`src/rtl/vga_capture_if.sv`:
```
// Signal bundle between a 1-bit-per-colour VGA source and vga_capture.
// The master drives the raw stream and the slave returns the reconstructed pixels.
interface vga_capture_if;
  logic       r, g, b, hs, vs;
  logic       pix_valid, pix_r, pix_g, pix_b;
  logic [9:0] x, y;
  logic       frame_start, locked, sync_err;

  modport master (
    output r, g, b, hs, vs,
    input  pix_valid, pix_r, pix_g, pix_b, x, y, frame_start, locked, sync_err
  );
  modport slave (
    input  r, g, b, hs, vs,
    output pix_valid, pix_r, pix_g, pix_b, x, y, frame_start, locked, sync_err
  );
endinterface

```
`src/rtl/vga_capture.sv`:
```
// VGA receiver: rebuilds hpos/vpos from the syncs, verifies line and frame lengths
// and emits active pixels with x/y coordinates once the timing is locked.
module vga_capture #(
  parameter int H_ACTIVE = 640,
  parameter int H_FP     = 16,
  parameter int H_SYNC   = 96,
  parameter int H_BP     = 48,
  parameter int V_ACTIVE = 480,
  parameter int V_FP     = 10,
  parameter int V_SYNC   = 2,
  parameter int V_BP     = 33
) (
  input logic          clk,
  input logic          nReset,
  vga_capture_if.slave vga
);
  localparam int H_TOTAL = H_ACTIVE + H_FP + H_SYNC + H_BP;
  localparam int V_TOTAL = V_ACTIVE + V_FP + V_SYNC + V_BP;
  localparam int HA0     = H_SYNC + H_BP;
  localparam int VA0     = V_SYNC + V_BP;
  localparam int TO_I    = (2 * H_TOTAL > 2047) ? 2047 : 2 * H_TOTAL;

  typedef enum logic [1:0] {SEARCH, CHECK, LOCKED} state_t;

  logic        r_s, g_s, b_s, hs_s, vs_s, hs_d, vs_l;
  logic [10:0] hcnt, vcnt, hpos, vpos;
  logic        line_start, frame_f, timeout, line_bad, len_bad;
  state_t      state, state_n;
  logic [1:0]  good_cnt, good_n;
  logic        frame_bad, bad_n;
  logic        pv_n, err_n, in_win;

  always_ff @(posedge clk or negedge nReset) begin
    if (!nReset) begin
      {r_s, g_s, b_s, hs_s, vs_s, hs_d} <= '0;
    end else begin
      r_s  <= vga.r;
      g_s  <= vga.g;
      b_s  <= vga.b;
      hs_s <= vga.hs;
      vs_s <= vga.vs;
      hs_d <= hs_s;
    end
  end

  assign line_start = ~hs_s & hs_d;
  assign frame_f    = line_start & ~vs_s & vs_l;

  always_comb begin
    hpos = line_start ? 11'd0 : ((hcnt == 11'h7ff) ? hcnt : hcnt + 11'd1);
    vpos = vcnt;
    if (frame_f)         vpos = 11'd0;
    else if (line_start) vpos = (vcnt == 11'h7ff) ? vcnt : vcnt + 11'd1;
  end

  // hcnt/vcnt hold the position of the previous sample, so at a line start
  // they carry the last index of the line/frame that just ended
  assign timeout  = ~line_start & (hpos == 11'(TO_I));
  assign line_bad = line_start & (hcnt != 11'(H_TOTAL - 1));
  assign len_bad  = frame_f & (vcnt != 11'(V_TOTAL - 1));

  always_ff @(posedge clk or negedge nReset) begin
    if (!nReset) begin
      hcnt <= '0;
      vcnt <= '0;
      vs_l <= 1'b0;
    end else begin
      hcnt <= hpos;
      vcnt <= vpos;
      if (line_start) vs_l <= vs_s;
    end
  end

  always_ff @(posedge clk or negedge nReset) begin
    if (!nReset) begin
      state     <= SEARCH;
      good_cnt  <= '0;
      frame_bad <= 1'b0;
    end else begin
      state     <= state_n;
      good_cnt  <= good_n;
      frame_bad <= bad_n;
    end
  end

  always_comb begin
    state_n = state;
    good_n  = good_cnt;
    bad_n   = frame_bad;
    case (state)
      SEARCH: if (frame_f) begin
        state_n = CHECK;
        good_n  = '0;
        bad_n   = 1'b0;
      end
      CHECK: begin
        if (line_bad) bad_n = 1'b1;
        if (frame_f) begin
          bad_n = 1'b0;
          if (frame_bad | line_bad | len_bad) begin
            good_n = '0;
          end else begin
            good_n = good_cnt + 2'd1;
            if (good_n == 2'd2) state_n = LOCKED;
          end
        end
      end
      LOCKED: if (line_bad | len_bad) begin
        state_n = CHECK;
        good_n  = '0;
        // a mid-frame loss taints the frame in progress; at a frame start a fresh one begins
        bad_n   = ~frame_f;
      end
      default: state_n = SEARCH;
    endcase
    if (timeout) begin
      state_n = SEARCH;
      good_n  = '0;
      bad_n   = 1'b0;
    end
  end

  always_comb begin
    in_win = (hpos >= 11'(HA0)) && (hpos <= 11'(HA0 + H_ACTIVE - 1)) &&
             (vpos >= 11'(VA0)) && (vpos <= 11'(VA0 + V_ACTIVE - 1));
    pv_n   = (state_n == LOCKED) && in_win;
    err_n  = (state == LOCKED) && (line_bad || len_bad || timeout);
  end

  always_ff @(posedge clk or negedge nReset) begin
    if (!nReset) begin
      vga.pix_valid   <= 1'b0;
      vga.pix_r       <= 1'b0;
      vga.pix_g       <= 1'b0;
      vga.pix_b       <= 1'b0;
      vga.x           <= '0;
      vga.y           <= '0;
      vga.frame_start <= 1'b0;
      vga.locked      <= 1'b0;
      vga.sync_err    <= 1'b0;
    end else begin
      vga.pix_valid   <= pv_n;
      vga.pix_r       <= pv_n & r_s;
      vga.pix_g       <= pv_n & g_s;
      vga.pix_b       <= pv_n & b_s;
      vga.x           <= hpos[9:0] - 10'(HA0);
      vga.y           <= vpos[9:0] - 10'(VA0);
      vga.frame_start <= frame_f;
      vga.locked      <= (state_n == LOCKED);
      vga.sync_err    <= err_n;
    end
  end
endmodule

```
`src/flat_wrapper.sv`:
```
// flat-port wrapper written by rule: the top's interface ports become plain ports
module vga_capture_flat 
#(
  parameter int H_ACTIVE = 640,
  parameter int H_FP     = 16,
  parameter int H_SYNC   = 96,
  parameter int H_BP     = 48,
  parameter int V_ACTIVE = 480,
  parameter int V_FP     = 10,
  parameter int V_SYNC   = 2,
  parameter int V_BP     = 33
)
  (clk, nReset, vga_r, vga_g, vga_b, vga_hs, vga_vs, vga_pix_valid, vga_pix_r, vga_pix_g, vga_pix_b, vga_x, vga_y, vga_frame_start, vga_locked, vga_sync_err);
  vga_capture_if vga_i ();
  input logic clk;
  input logic nReset;
  input wire logic [$bits(vga_i.r)-1:0] vga_r;
  input wire logic [$bits(vga_i.g)-1:0] vga_g;
  input wire logic [$bits(vga_i.b)-1:0] vga_b;
  input wire logic [$bits(vga_i.hs)-1:0] vga_hs;
  input wire logic [$bits(vga_i.vs)-1:0] vga_vs;
  output wire logic [$bits(vga_i.pix_valid)-1:0] vga_pix_valid;
  output wire logic [$bits(vga_i.pix_r)-1:0] vga_pix_r;
  output wire logic [$bits(vga_i.pix_g)-1:0] vga_pix_g;
  output wire logic [$bits(vga_i.pix_b)-1:0] vga_pix_b;
  output wire logic [$bits(vga_i.x)-1:0] vga_x;
  output wire logic [$bits(vga_i.y)-1:0] vga_y;
  output wire logic [$bits(vga_i.frame_start)-1:0] vga_frame_start;
  output wire logic [$bits(vga_i.locked)-1:0] vga_locked;
  output wire logic [$bits(vga_i.sync_err)-1:0] vga_sync_err;
  assign vga_i.r = vga_r;
  assign vga_i.g = vga_g;
  assign vga_i.b = vga_b;
  assign vga_i.hs = vga_hs;
  assign vga_i.vs = vga_vs;
  assign vga_pix_valid = vga_i.pix_valid;
  assign vga_pix_r = vga_i.pix_r;
  assign vga_pix_g = vga_i.pix_g;
  assign vga_pix_b = vga_i.pix_b;
  assign vga_x = vga_i.x;
  assign vga_y = vga_i.y;
  assign vga_frame_start = vga_i.frame_start;
  assign vga_locked = vga_i.locked;
  assign vga_sync_err = vga_i.sync_err;
  vga_capture #(.H_ACTIVE(H_ACTIVE), .H_FP(H_FP), .H_SYNC(H_SYNC), .H_BP(H_BP), .V_ACTIVE(V_ACTIVE), .V_FP(V_FP), .V_SYNC(V_SYNC), .V_BP(V_BP)) u_core (.clk(clk), .nReset(nReset), .vga(vga_i));
endmodule
```
`config.mk`:
```
export PLATFORM = sky130hd
export DESIGN_NAME = vga_capture_flat
export DESIGN_NICKNAME = d
export VERILOG_FILES = /design/src/rtl/vga_capture_if.sv /design/src/rtl/vga_capture.sv /design/src/flat_wrapper.sv
export SDC_FILE = /design/constraint.sdc
export NUM_CORES = 1
export LEC_CHECK = 0
export ABC_AREA = 1
export ABC_CLOCK_PERIOD_IN_PS = 2500
export BUFFER_PORTS_ARGS = -buffer_cell sky130_fd_sc_hd__buf_2
export CORE_ASPECT_RATIO = 0.6
export CORE_UTILIZATION = 39
export CTS_CLUSTER_SIZE = 10
export DETAILED_ROUTE_END_ITERATION = 10
export GPL_ROUTABILITY_DRIVEN = 0
export GPL_TIMING_DRIVEN = 0
export PLACE_DENSITY = 0.57
export RECOVER_POWER = 25
export SYNTH_ARGS = -nofsm -noshare
export SYNTH_HDL_FRONTEND = slang
export SYNTH_SLANG_ARGS = --single-unit
```
`constraint.sdc`:
```
create_clock -name clk -period 2.5 [get_ports clk]
set_input_delay 0.25 -clock clk [delete_from_list [all_inputs] [get_ports clk]]
set_output_delay 0.25 -clock clk [all_outputs]
set_load 0.05 [all_outputs]
```
==> impl_metrics.ini <==
[outcome]
outcome = completed

[setup_path]
cp.arrival_ns = 2.55
crit_fanout = 8
cp-end-kind = flop
worstSetupPathType = flop to flop
cp.required_ns = 2.72
worstSetupStartpointType = flop

[power_and_ir_drop]
p_int_uw = 2370
power.total_uw = 3867
p_clk_frac = 0.339
switching_share = 0.3872
peakVddDrop_v = 0.0005023
seqPwrFrac = 0.311
p_sw_uw = 1497
pwr_density_cell_nw_per_um2 = 922.4
p_comb_frac = 0.349
cellLeakagePower_uw = 0.002263

[synth]
yosysSeqAreaShare = 0.4174
synthCells = 445
ys_seq_elements = 57
synth.avg_cell_area_sq_um = 7.679
syn_nets = 465
synth.most_common_cell = nand2_1
synth_warnings = 0
async_flop_share = 1.000
synth-xor-area-share = 0.02563
synth_area_leaders = dfrtp_1 (42%), nand2_1 (12%), inv_1 (8.3%)
yosys-top-cells-count = nand2_1 (107), inv_1 (76), dfrtp_1 (57)
synth_ff_type = dfrtp_1
synthSimpleGateAreaFrac = 0.3581
synth_top_family_by_area = simple AND/OR/NAND/NOR gates
syn-cell-area_sq_um = 3417
synth_compound_area_frac = 0.04540
netlist.area_leader.share = 0.4174
synth-edff-count = 0
synth_top_area_cell = dfrtp_1
ys_types = 30
muxShareOfSynthArea = 0
synthAdderAreaFrac = 0.04760

[run]
drv_cap = 0

[floorplanning]
start_util = 0.4024
fp.dieW_um = 122.8
die_h_um = 74.51
fp.coreArea_sq_um = 8491
fp.dieArea_sq_um = 9152
rows = 26
io_pins = 34

[cts]
clock-sinks = 57
cts-buffers-inserted = 9
clk_latency_ns = 0.34
ctsLongestPathBuffers = 2
clkTransAtPathRegs_ns = 0.05
htreeDepth = 3
cts_tree = built
cts-root-buf = clkbuf_16

[route]
wl_mm = 8.212
drc = 0
firstDrtPassIters = 5
drt_iter0_markers = 217
wire_per_inst_um = 13.35
ant_nets = 0
avgViaCountPerCell = 4.839
routed-via-count = 2976

[placement]
dp_hpwl_mm = 6.059
placed_cells = 590
place_ws_ns = -0.1690
place_area_sq_um = 3722
port_buffers = 33

[grt]
grt_overflow = 0
grt_antenna_before_repair = 0
grt_pass1_vias = 2634
grt_pass1_wl_mm = 13.66
track_usage = 0.2029
grt_start_max_net_pins = 58

[cells_and_area]
fin_nets = 518
final_util = 0.4938
fillers = 835
multi_input_area_sq_um = 1702
regArea_sq_um = 1430
drive_gt1_frac = 0.2545
final_area_sq_um = 4193
final_cells = 615
n_antenna_cell = 0
area_growth_pct = 22.70

[timing]
setup_slack_ns = 0.1666
drv_slew = 0
worst_pin_slew_ns = 1.434
relSlewSlack = 0.04428
worst_clock_skew_ns = 0.006714
period_share = 0.9334
setup_violations = 0
min_period_ns = 2.333
hold_viol_final = 0
max_freq_mhz = 428.6

[hold_path]
hp-class = input port to flop
[kinds of logic (layout without fill, tap and decap cells)]
family,Yosys count,in the layout
adder cells (fa/ha/maj),13,13
flip-flops,57,57
buffers and inverters,88,146
XOR/XNOR,10,10
AO/OA/AOI/OAI,26,26
AND/OR/NAND/NOR,251,251
[final cells by class]
| cell class | count | share of cell area |
|---|---|---|
| plain buffers | 8 | 0.01611 |
| clock buffers | 9 | 0.05372 |
| clock inverters | 7 | 0.02268 |
| inverters | 80 | 0.07162 |
| multi-input cells | 300 | 0.4058 |
| flip-flops and latches | 57 | 0.3411 |
| well taps | 112 | 0.03342 |
| repair buffers | 42 | 0.05551 |
[flip-flops by register name, summed over array words and instances, names as in the netlist, 2 cells and up]
signal / cells
u_core.hcnt: 11
u_core.good_cnt: 2
u_core.vcnt: 11
u_core.state: 2
u_core.vga.y: 10
u_core.vga.x: 6
[path summary, 6_finish.rpt]
check                                          from                        endpoint  slack [ns]  depth (start not counted)
hold / removal                               vga_hs           u_core.hs_s$_DFF_PN0_        0.02                          1
min in group asynchronous                    nReset            u_core.r_s$_DFF_PN0_        0.26                          1
max in group asynchronous                    nReset        u_core.hcnt[0]$_DFF_PN0_        1.29                          1
hold reg to reg               u_core.hs_s$_DFF_PN0_           u_core.hs_d$_DFF_PN0_        0.43                          0
setup reg to reg           u_core.vcnt[1]$_DFF_PN0_  u_core.vga.pix_valid$_DFF_PN0_        0.17                         16
setup / recovery           u_core.vcnt[1]$_DFF_PN0_  u_core.vga.pix_valid$_DFF_PN0_        0.17                         16
[metrics by stage]
stage | setup TNS (ns) | hold WS [ns]
floorplan | 0 | -0.04559
global placement | -0.8110 | 0.3601
detailed placement | -0.9833 | 0.3593
CTS | 0 | 0.005693
global route | -0.001152 | 0.008661
finish | 0 | 0.01613
[layer usage]
metal,global-route usage,vias up,wire [um]
met2,0.2578,99,3095
met4,0.07724,0,121
met3,0.05982,11,562
li1,-,1490,-
met1,0.3121,1376,4433
met5,0,-,0
[cells in the final DEF (no fill, tap or decap), types with 9 or more instances in the layout]
cell type and instances:
buf_4 16, nand3_1 42, inv_1 75, nor2_2 10, clkbuf_16 9, nor2_1 42, nand2_2 15, o21ai_0 9
buf_2 32, nand4_1 13, nand2_1 105, dfrtp_1 54, ha_1 10
[power groups by stage]
| stage | clock (uW) | sequential (uW) | combinational, uW |
|---|---|---|---|
| after floorplan | 0 | 1460 | 742 |
| after global placement | 0 | 1210 | 1260 |
| after detailed placement | 0 | 1210 | 1280 |
| after CTS | 1340 | 1200 | 1310 |
| after global routing | 1390 | 1230 | 1500 |
| final | 1310 | 1200 | 1350 |
[critical path, stage by stage (launching register included)]
cell and delay, ns:
dfrtp_2 0.41, ha_4 0.18, nand3_4 0.08, nor2_4 0.12, nand2_4 0.10, nand2_2 0.10, o21ai_0 0.10, nor2_2 0.19
inv_1 0.09, ha_1 0.21, nand3b_1 0.19, nand3_2 0.12, nand2_1 0.05, nand2_1 0.06, nor2_2 0.04, nand2_2 0.14
nor2_1 0.06
[repair_timing]
item / in CTS / in global routing
pin swaps: 2 / 9
setup buffers: 4 / 5
endpoints found under the setup margin: 7 / 8
hold endpoints to repair: 0 / 0
hold buffers: 0 / 0
resized for setup: 5 / 17
(Power assumes the default switching activity.)
